--- config.mk ---
export PLATFORM = sky130hd
export DESIGN_NAME = sword_strobe_driver
export DESIGN_NICKNAME = d
export VERILOG_FILES = /design/src/rtl/sword_strobe_driver.sv
export SDC_FILE = /design/constraint.sdc
export NUM_CORES = 1
export LEC_CHECK = 0
export ABC_AREA = 1
export CORE_AREA = 2 2 47 49
export CTS_BUF_LIST = sky130_fd_sc_hd__clkbuf_4
export DETAILED_ROUTE_END_ITERATION = 12
export DIE_AREA = 0 0 49 51
export HOLD_SLACK_MARGIN = 0.15
export PLACE_DENSITY_LB_ADDON = 0.15
export SYNTH_ARGS = -nofsm -noshare
export SYNTH_HDL_FRONTEND = slang
export SYNTH_SLANG_ARGS = --single-unit
export TNS_END_PERCENT = 1
--- constraint.sdc ---
create_clock -name clk -period 3.9 [get_ports clk]
set_clock_uncertainty 0.05 [all_clocks]
set_input_delay 0.78 -clock clk [delete_from_list [all_inputs] [get_ports clk]]
set_output_delay 0.78 -clock clk [all_outputs]
set_load 0.01 [all_outputs]
--- src/rtl/sword_strobe_driver.sv ---
// sword_strobe_driver: debounced button -> single-cycle sw strobe with v-ack wait, retry and done/fail status
//   clk        in  rising-edge clock shared with the sword latch
//   reset      in  synchronous active-low reset
//   btn        in  raw asynchronous push-button level
//   v          in  acknowledge level from the sword latch
//   sw         out single-cycle strobe to the latch
//   busy       out high while debouncing, strobing or waiting for ack
//   done       out high once the latch acknowledged
//   fail       out high once all retries timed out
//   press_cnt  out saturating count of acknowledged presses (only with SWORD_DRV_PRESS_CNT_EN)
//   retry_cnt  out re-strobes used for the current press
module sword_strobe_driver #(
  parameter int DEBOUNCE_CYCLES = 4,
  parameter int ACK_TIMEOUT = 8,
  parameter int MAX_RETRY = 3,
  localparam int RW = (MAX_RETRY < 1) ? 1 : $clog2(MAX_RETRY + 1)
) (
  input  logic          clk,
  input  logic          reset,
  input  logic          btn,
  input  logic          v,
  output logic          sw,
  output logic          busy,
  output logic          done,
  output logic          fail,
`ifdef SWORD_DRV_PRESS_CNT_EN
  output logic [7:0]    press_cnt,
`endif
  output logic [RW-1:0] retry_cnt
);
  localparam int CW = $clog2(DEBOUNCE_CYCLES + 1);
  localparam int TW = (ACK_TIMEOUT < 2) ? 1 : $clog2(ACK_TIMEOUT);
  typedef enum logic [2:0] {IDLE, DEBOUNCE, STROBE, WAIT_ACK, DONE, FAIL} state_t;
  state_t state_q, state_d;
  logic [1:0] sync_q;
  logic [CW-1:0] cnt_q, cnt_d;
  logic [TW-1:0] timer_q, timer_d;
  logic [RW-1:0] retry_q, retry_d;
  logic sw_q, busy_q, done_q, fail_q;
  logic bs;
  assign bs = sync_q[1];
  always_comb begin
    state_d = state_q;
    cnt_d = cnt_q;
    timer_d = timer_q;
    retry_d = retry_q;
    case (state_q)
      IDLE: if (bs) begin
        state_d = DEBOUNCE;
        cnt_d = CW'(1);
      end
      DEBOUNCE: if (!bs) begin
        state_d = IDLE;
        cnt_d = '0;
      end else if (cnt_q == CW'(DEBOUNCE_CYCLES)) state_d = STROBE;
      else cnt_d = cnt_q + CW'(1);
      STROBE: begin
        state_d = WAIT_ACK;
        timer_d = '0;
      end
      WAIT_ACK: if (v) state_d = DONE;
      else if (timer_q == TW'(ACK_TIMEOUT - 1)) begin
        state_d = (retry_q < RW'(MAX_RETRY)) ? STROBE : FAIL;
        retry_d = (retry_q < RW'(MAX_RETRY)) ? retry_q + RW'(1) : retry_q;
      end else timer_d = timer_q + TW'(1);
      DONE: if (!v && !bs) begin
        state_d = IDLE;
        retry_d = '0;
      end
      FAIL: if (!bs) begin
        state_d = IDLE;
        retry_d = '0;
      end
      default: state_d = IDLE;
    endcase
  end
  // Outputs are flopped from the next state so they line up with state_q without extra latency.
  always_ff @(posedge clk) begin
    if (!reset) begin
      state_q <= IDLE;
      sync_q <= '0;
      cnt_q <= '0;
      timer_q <= '0;
      retry_q <= '0;
      sw_q <= 1'b0;
      busy_q <= 1'b0;
      done_q <= 1'b0;
      fail_q <= 1'b0;
    end else begin
      state_q <= state_d;
      sync_q <= {sync_q[0], btn};
      cnt_q <= cnt_d;
      timer_q <= timer_d;
      retry_q <= retry_d;
      sw_q <= state_d == STROBE;
      busy_q <= state_d inside {DEBOUNCE, STROBE, WAIT_ACK};
      done_q <= state_d == DONE;
      fail_q <= state_d == FAIL;
    end
  end
  assign sw = sw_q;
  assign busy = busy_q;
  assign done = done_q;
  assign fail = fail_q;
  assign retry_cnt = retry_q;
`ifdef SWORD_DRV_PRESS_CNT_EN
  logic [7:0] press_q;
  always_ff @(posedge clk) begin
    if (!reset) press_q <= '0;
    else if (state_q == WAIT_ACK && state_d == DONE && press_q != 8'hff) press_q <= press_q + 8'd1;
  end
  assign press_cnt = press_q;
`endif
endmodule
==> results summary, run 1 <==
The flow ran to the end, and the final reports show no timing, DRC or antenna violations. On the critical path the largest part of the delay comes from buffers and inverters. Data on the critical path is required at its endpoint by 3070 ps. For this configuration, the core starts out at a cell density of roughly two fifths. The count of maximum capacitance violations is 0.

Traced cell by cell, the critical path runs through clkdlybuf4s50_1. The I/O pin count is 10. In this run the power spent charging and discharging nets is 0.0690 mW. The slowest stage of the critical path belongs to the cell sky130_fd_sc_hd__clkdlybuf4s50_1.

The die boundary width is 49 um. The cts-stage hold buffer count came out at 0. The sequential cell area fraction in the yosys report came out at 39.4%. The leftover overflow at the end of global routing came out at 0.

The count of final setup violators is 0. The number of buffers inserted by post-CTS setup repair is 0. Counting every net in the synthesized netlist gives between 100 and 150. Timing analysis after detailed placement gives a worst setup slack of 1840 ps. The final clock period utilization by the worst path came out at 53.4%. The peak clock frequency supported by timing came out at 0.481 GHz. The relative area change from synthesis to final layout is 17.7%. The routed layout has 790 vias. The distinct cell type count of the synthesized netlist is 15. After detailed routing, the total wire length is 1620 um. The number of nets still failing antenna checks after routing came out at 0. The end-of-flow core utilization came out at 49.3%. Across all hold checks on the routed design, the worst slack comes to approximately 380 ps. Setup total negative slack on the finished layout was measured at 0 ps. The pre-antenna-repair detailed-routing pass consisted of 4 iterations. The type of destination of the critical path is an output port. The floorplan has 17 rows. The Yosys step of the flow raised 0 warnings. Counting the buffers created by CTS gives 3. The number of register bits inferred by synthesis is 17. The number of antenna violations at the first check in global routing came out at 0. The port buffer count came out at 9. The maximum count of clock buffers along a single path is 2.

The share of total power in the clock network came out at 32.7%. The element type at the critical path start is a register. The TritonCTS sink count is 17. The number of slew-limit violations in the final report is 0. The per-cell routed wire length is 9.61 um. The first-pass GRT wire length is roughly 2800 um. The path class of the tightest hold or removal check is reg2reg. The leakage power total came out at around 0.5 nW.

The number of global-route vias before repair came to slightly below 700. The region available for standard cell placement spans just over 2000 sq um. In this run the worst path has a maximum fanout of 4.

The estimated wirelength of the detail-placed design came out at 1240 um. The total routing usage reported by global routing came out at 14.2%. The clock root buffer is sky130_fd_sc_hd__clkbuf_4. The layout has around 220 filler cells. The worst setup margin is roughly 1800 ps. The number of nets in the layout is 150. The internal power of the cells totals around 0.22 mW. The part of the total power dissipated in combinational logic is roughly 6%. The worst-margin pin slew came out at 293 ps. The final critical delay including setup and external delays came out at 2080 ps. Cells with a size suffix above 1 make up 12.1% of the layout. The synthesized area per cell came out at 6.81 sq um. Setup repair after global routing left no endpoint under its margin.

In this run, the number of DRC markers left after iteration 0 of detailed routing was 23. The power per standard cell area came out at 285 nW/um^2. The number of vias per cell came out at between 4 and 5.

The clock-pin slew on the worst setup and hold paths came out at 100 ps. The number of H-tree levels came out at 1. Net switching is a little under a quarter of the power.

The post-cts resize count is 0. The final standard cell count with taps included and fillers excluded is 168. The number of standard cells after synthesis came out at 127.

The congestion estimate from routability-driven global placement came to 0.873. The maximum number of pins on one net before global-route repair came out at 11. The share of power burned in registers came out at 61.3%. The arrival time of the worst setup path is roughly 1300 ps. The worst voltage drop across the vdd grid is 0.257 mV. The longest individual stage delay on the worst path is 560 ps.

The register-to-register setup slack is around 2400 ps. The critical path is of the reg2out type. In the layout the commonest cells are sky130_fd_sc_hd__nand2_1, sky130_fd_sc_hd__dfxtp_1, sky130_fd_sc_hd__inv_1, sky130_fd_sc_hd__nor2_1, sky130_fd_sc_hd__nand3_1. The floorplan step defined a die boundary enclosing 2500 sq um. The residual DRC count came out at 0. The later pin in the worst-skew pair is clocked with a latency of between 200 and 300 ps. The buffer and inverter count on the worst path came out at 1. The antenna diode instance count is 0. The library cell used most frequently in the layout, excluding fill and tap cells, is sky130_fd_sc_hd__nand2_1. TritonCTS built the clock tree. The post-synth design cell area is a little under 900 sq um. The die outline height came out at 51 um. The number of hold violations in the final report came out at 0. The number of instances in the placed design is 164.

The worst max-slew margin expressed relative to the limit is 80.4%.
-- Yosys cell counts (all sizes together) --
cell / n / share of area (%)
ha: 5 / 7.2
inv: 18 / 7.8
or2: 1 / 0.72
a21boi: 1 / 0.87
o21ai: 6 / 3.9
a21oi: 9 / 5.2
and2: 1 / 0.72
nor2: 23 / 12
dfxtp: 17 / 39
nand3: 11 / 6.4
nand2: 35 / 16
-- cell type report --
class                           count  area, sq um  area share (%)
Clock buffer                        3         22.5            2.21
Sequential cell                    17          340            33.5
Tap cell                           28         35.0            3.44
Inverter                           18         67.6            6.64
Multi-Input combinational cell     92          457            44.9
Timing Repair Buffer                9         90.1            8.86
Clock inverter                      1         5.00           0.492
-- per-layer routing --
metal  vias up  track usage (%)  routed length, um
met4         0             8.10                  7
met1       346             17.9                791
met2        19             23.1                753
met5         -                0                  0
li1        423                -                  -
met3         2             2.63                 63
-- flip-flops by register name, indices dropped and copies added, names as in the netlist --
register and count:
cnt_q 3, timer_q 3, retry_cnt 2, busy 1, sw 1, sync_q 2
done 1, fail 1, state_q 3
-- logic make-up (layout without fill, tap and decap cells) --
| kind of cell | Yosys count | in the layout | share of synthesized area [%] |
|---|---|---|---|
| and+or+nand+nor | 71 | 71 | 35.6 |
| buffers and inverters | 18 | 31 | 7.82 |
| DFF | 17 | 17 | 39.4 |
| AOI/OAI and AO/OA | 16 | 16 | 9.99 |
| adders and majority gates | 5 | 5 | 7.24 |
-- worst paths after layout --
kind | start | end | cells past startpoint
min reg2reg | sync_q[0] | sync_q[1] | 2
min | sync_q[0] | sync_q[1] | 2
max reg2reg | timer_q[0] | done | 9
max | retry_cnt[0] | retry_cnt[0] | 1
-- per-stage QoR --
step	power, mW	cell area, sq um
finish	0.290	1020
global route	0.303	1020
CTS	0.296	1020
detailed placement	0.199	990
global placement	0.199	990
floorplan	0.192	865
-- power by group through the flow --
stage	registers, mW	clock network [mW]	logic (mW)
floorplan	0.181	0	0.0102
global placement	0.182	0	0.0169
detailed placement	0.182	0	0.0172
CTS	0.178	0.101	0.0174
global route	0.178	0.105	0.0196
finish	0.178	0.0949	0.0172
Note: power is estimated with default switching activity, not from simulation.
==> run 2: changes to the inputs <==
==> constraint.sdc (replaced) <==
create_clock -name clk -period 1.9 [get_ports clk]
set_clock_uncertainty 0.05 [all_clocks]
set_input_delay 0.38 -clock clk [delete_from_list [all_inputs] [get_ports clk]]
set_output_delay 0.38 -clock clk [all_outputs]
set_load 0.01 [all_outputs]
==> run 2 against run 1 <==
Global-route usage up 1.1 points. Total power up 100%. Final area up 0.74%. Die area unchanged. Critical path depth unchanged. Combinational power up 110%. Worst setup slack worse by 1600 ps. Critical endpoint unchanged. Largest power group unchanged.
==> results summary, run 2 (synthesized netlist as in run 1, its figures left out) <==
The first-pass GRT wire length is 2890 um (+5.0%). The leftover overflow at the end of global routing came to 0 (unchanged). Traced cell by cell, the critical path runs through clkdlybuf4s50_1.

The setup TNS came out at 0 ps (unchanged). Clock tree synthesis selected as its root buffer the cell sky130_fd_sc_hd__clkbuf_4. The clock tree from TritonCTS is done. The worst max-slew margin expressed relative to the limit came out at 83.0% (+2.6 points). The number of H-tree levels came out at 1 (unchanged). The run finished with clean final reports. The area used by multi-input combinational logic is 457 sq um (unchanged). The initial core utilization came out at 41.9% (unchanged). The area of the core is 2060 sq um (unchanged). The type of destination of the critical path is an output port. The post-cts resize count came to 0 (unchanged).

The placement row count is 17 (unchanged). The maximum count of clock buffers along a single path is 2 (unchanged). The count of maximum capacitance violations came out at 0 (unchanged).

The number of nets still failing antenna checks after routing was 0 (unchanged). The per-cell routed wire length is 9.32 um (-3.1%). The category of the critical setup timing path is reg2out.

The leakage power total was 0.493 nW (+0.98%). The final clock period utilization by the worst path is 87.6%. The share of cells above drive strength 1 came out at 12.8% (+0.62 points). The number of fill cells is 229 (+2.2%).

The buffer and inverter count on the worst path is 1 (unchanged). Leaving out fill and tap cells, the most frequent cell in the layout is sky130_fd_sc_hd__nand2_1. The count of final setup violators is 0 (unchanged).

The number of slew-limit violations in the final report came out at 0 (unchanged). The worst voltage drop across the vdd grid was 0.335 mV (+30%). The worst-margin pin slew was 255 ps (-38.2 ps). The arrival time of the worst setup path came out at 1230 ps (-20 ps). The total iterations of the first detailed-routing run came out at 4 (unchanged).

The die boundary width is 49 um (unchanged). The longest individual stage delay on the worst path is 550 ps (about the same). Setup repair after global routing left no endpoint under its margin. The antenna diode instance count was 0 (unchanged). The cts-stage hold buffer count is 0 (unchanged). The placer's final routability congestion estimate is 0.862 (-1.2%). The wire length reported by the detailed router came out at 1580 um (-2.5%). The element type at the critical path start is a register. The register-to-register setup slack came out at 390 ps (-2020 ps).

The number of nets in the layout is 151 (+0.67%). The residual DRC count is 0 (unchanged). The largest registers in the layout are cnt_q (3), state_q (3), timer_q (3). The cell area reported after detailed placement came out at 997 sq um (+0.76%). The power per standard cell area came out at 576 nW/um^2 (+100%). The TritonCTS buffer count is 3 (unchanged). The number of vias per cell is 4.76 (+1.3%). The worst path required time came out at 1470 ps (-1600 ps). The total via count in the routed design is 805 (+1.9%). The area of all sequential standard cells was 340 sq um (unchanged). The final cell area excluding filler cells came to 1020 sq um (+0.74%).

The die outline height came to 51 um (unchanged). The peak clock frequency supported by timing is 0.601 GHz. From synthesis to final layout, the design area changed by 18.5%.

The estimated wirelength of the detail-placed design came out at 1290 um (+4.6%). The insertion delay of the later-clocked pin in the worst-skew pair came out at 280 ps (about the same). The critical-path maximum fanout came out at 4 (unchanged).

The number of buffers inserted by post-CTS setup repair came out at 0 (unchanged). The number of antenna violations at the first check in global routing came out at 0 (unchanged). The die area came out at 2500 sq um (unchanged). The I/O pin count was 10 (unchanged). The path class of the tightest hold or removal check is reg2reg. The port buffer count came to 9 (unchanged).

The top cell family by delay on the critical path is buffers and inverters. The maximum number of pins on one net before global-route repair came out at 11 (unchanged). The number of global-route vias before repair came out at 735 (+6.5%).

The TritonCTS sink count is 17 (unchanged). The library cells used most frequently in the layout, excluding fill and tap cells, are sky130_fd_sc_hd__nand2_1, sky130_fd_sc_hd__dfxtp_1, sky130_fd_sc_hd__inv_1, sky130_fd_sc_hd__nor2_1, sky130_fd_sc_hd__nand3_1. The number of DRC violations after detailed-routing iteration 0 is 15 (-35%). On the critical path, the stage with the largest delay is an instance of sky130_fd_sc_hd__clkdlybuf4s50_1.

The total routing usage reported by global routing is 15.4% (+1.1 points). The clock-pin slew on the worst setup and hold paths came to 100 ps (about the same). The number of hold violations in the final report is 0 (unchanged).

The clock period could shrink to 1660 ps.
run 2: report_power, final:
part	switching (mW)	internal (mW)
registers	0.00395	0.361
clock network	0.112	0.0781
logic	0.0202	0.0156
run 2: routing by layer:
layer,share of wire [%],vias to the layer above,track usage (%)
met4,1.1,0,8.57
li1,-,429,-
met5,0,-,0
met3,2.3,2,3.51
met2,50,9,26.7
met1,47,365,17.5
run 2: cell type report:
cell class	instances	area share [%]
repair buffers	10	9.52
clock buffers	3	2.20
clock inverters	1	0.488
well taps	28	3.42
multi-input cells	92	44.6
flip-flops and latches	17	33.2
inverters	18	6.59
run 2: worst paths after layout:
check                from           end  depth (start not counted)
max          retry_cnt[0]  retry_cnt[0]                          1
max reg2reg    timer_q[0]            sw                          8
min             sync_q[0]     sync_q[1]                          2
min reg2reg     sync_q[0]     sync_q[1]                          2
run 2: metrics by stage:
step | power (mW) | std cells | setup WS [ps] | util [%] | hold slack (ps)
2_1_floorplan | 0.393 | 127 | 561 | - | 340
3_5_place_dp | 0.409 | 165 | 246 | 48.3 | 352
4_1_cts | 0.603 | 169 | 210 | 49.7 | 375
5_1_grt | 0.633 | 169 | 161 | 49.7 | 442
3_3_place_gp | 0.409 | 165 | 281 | 48.3 | 356
6_report | 0.590 | 169 | 236 | 49.7 | 373
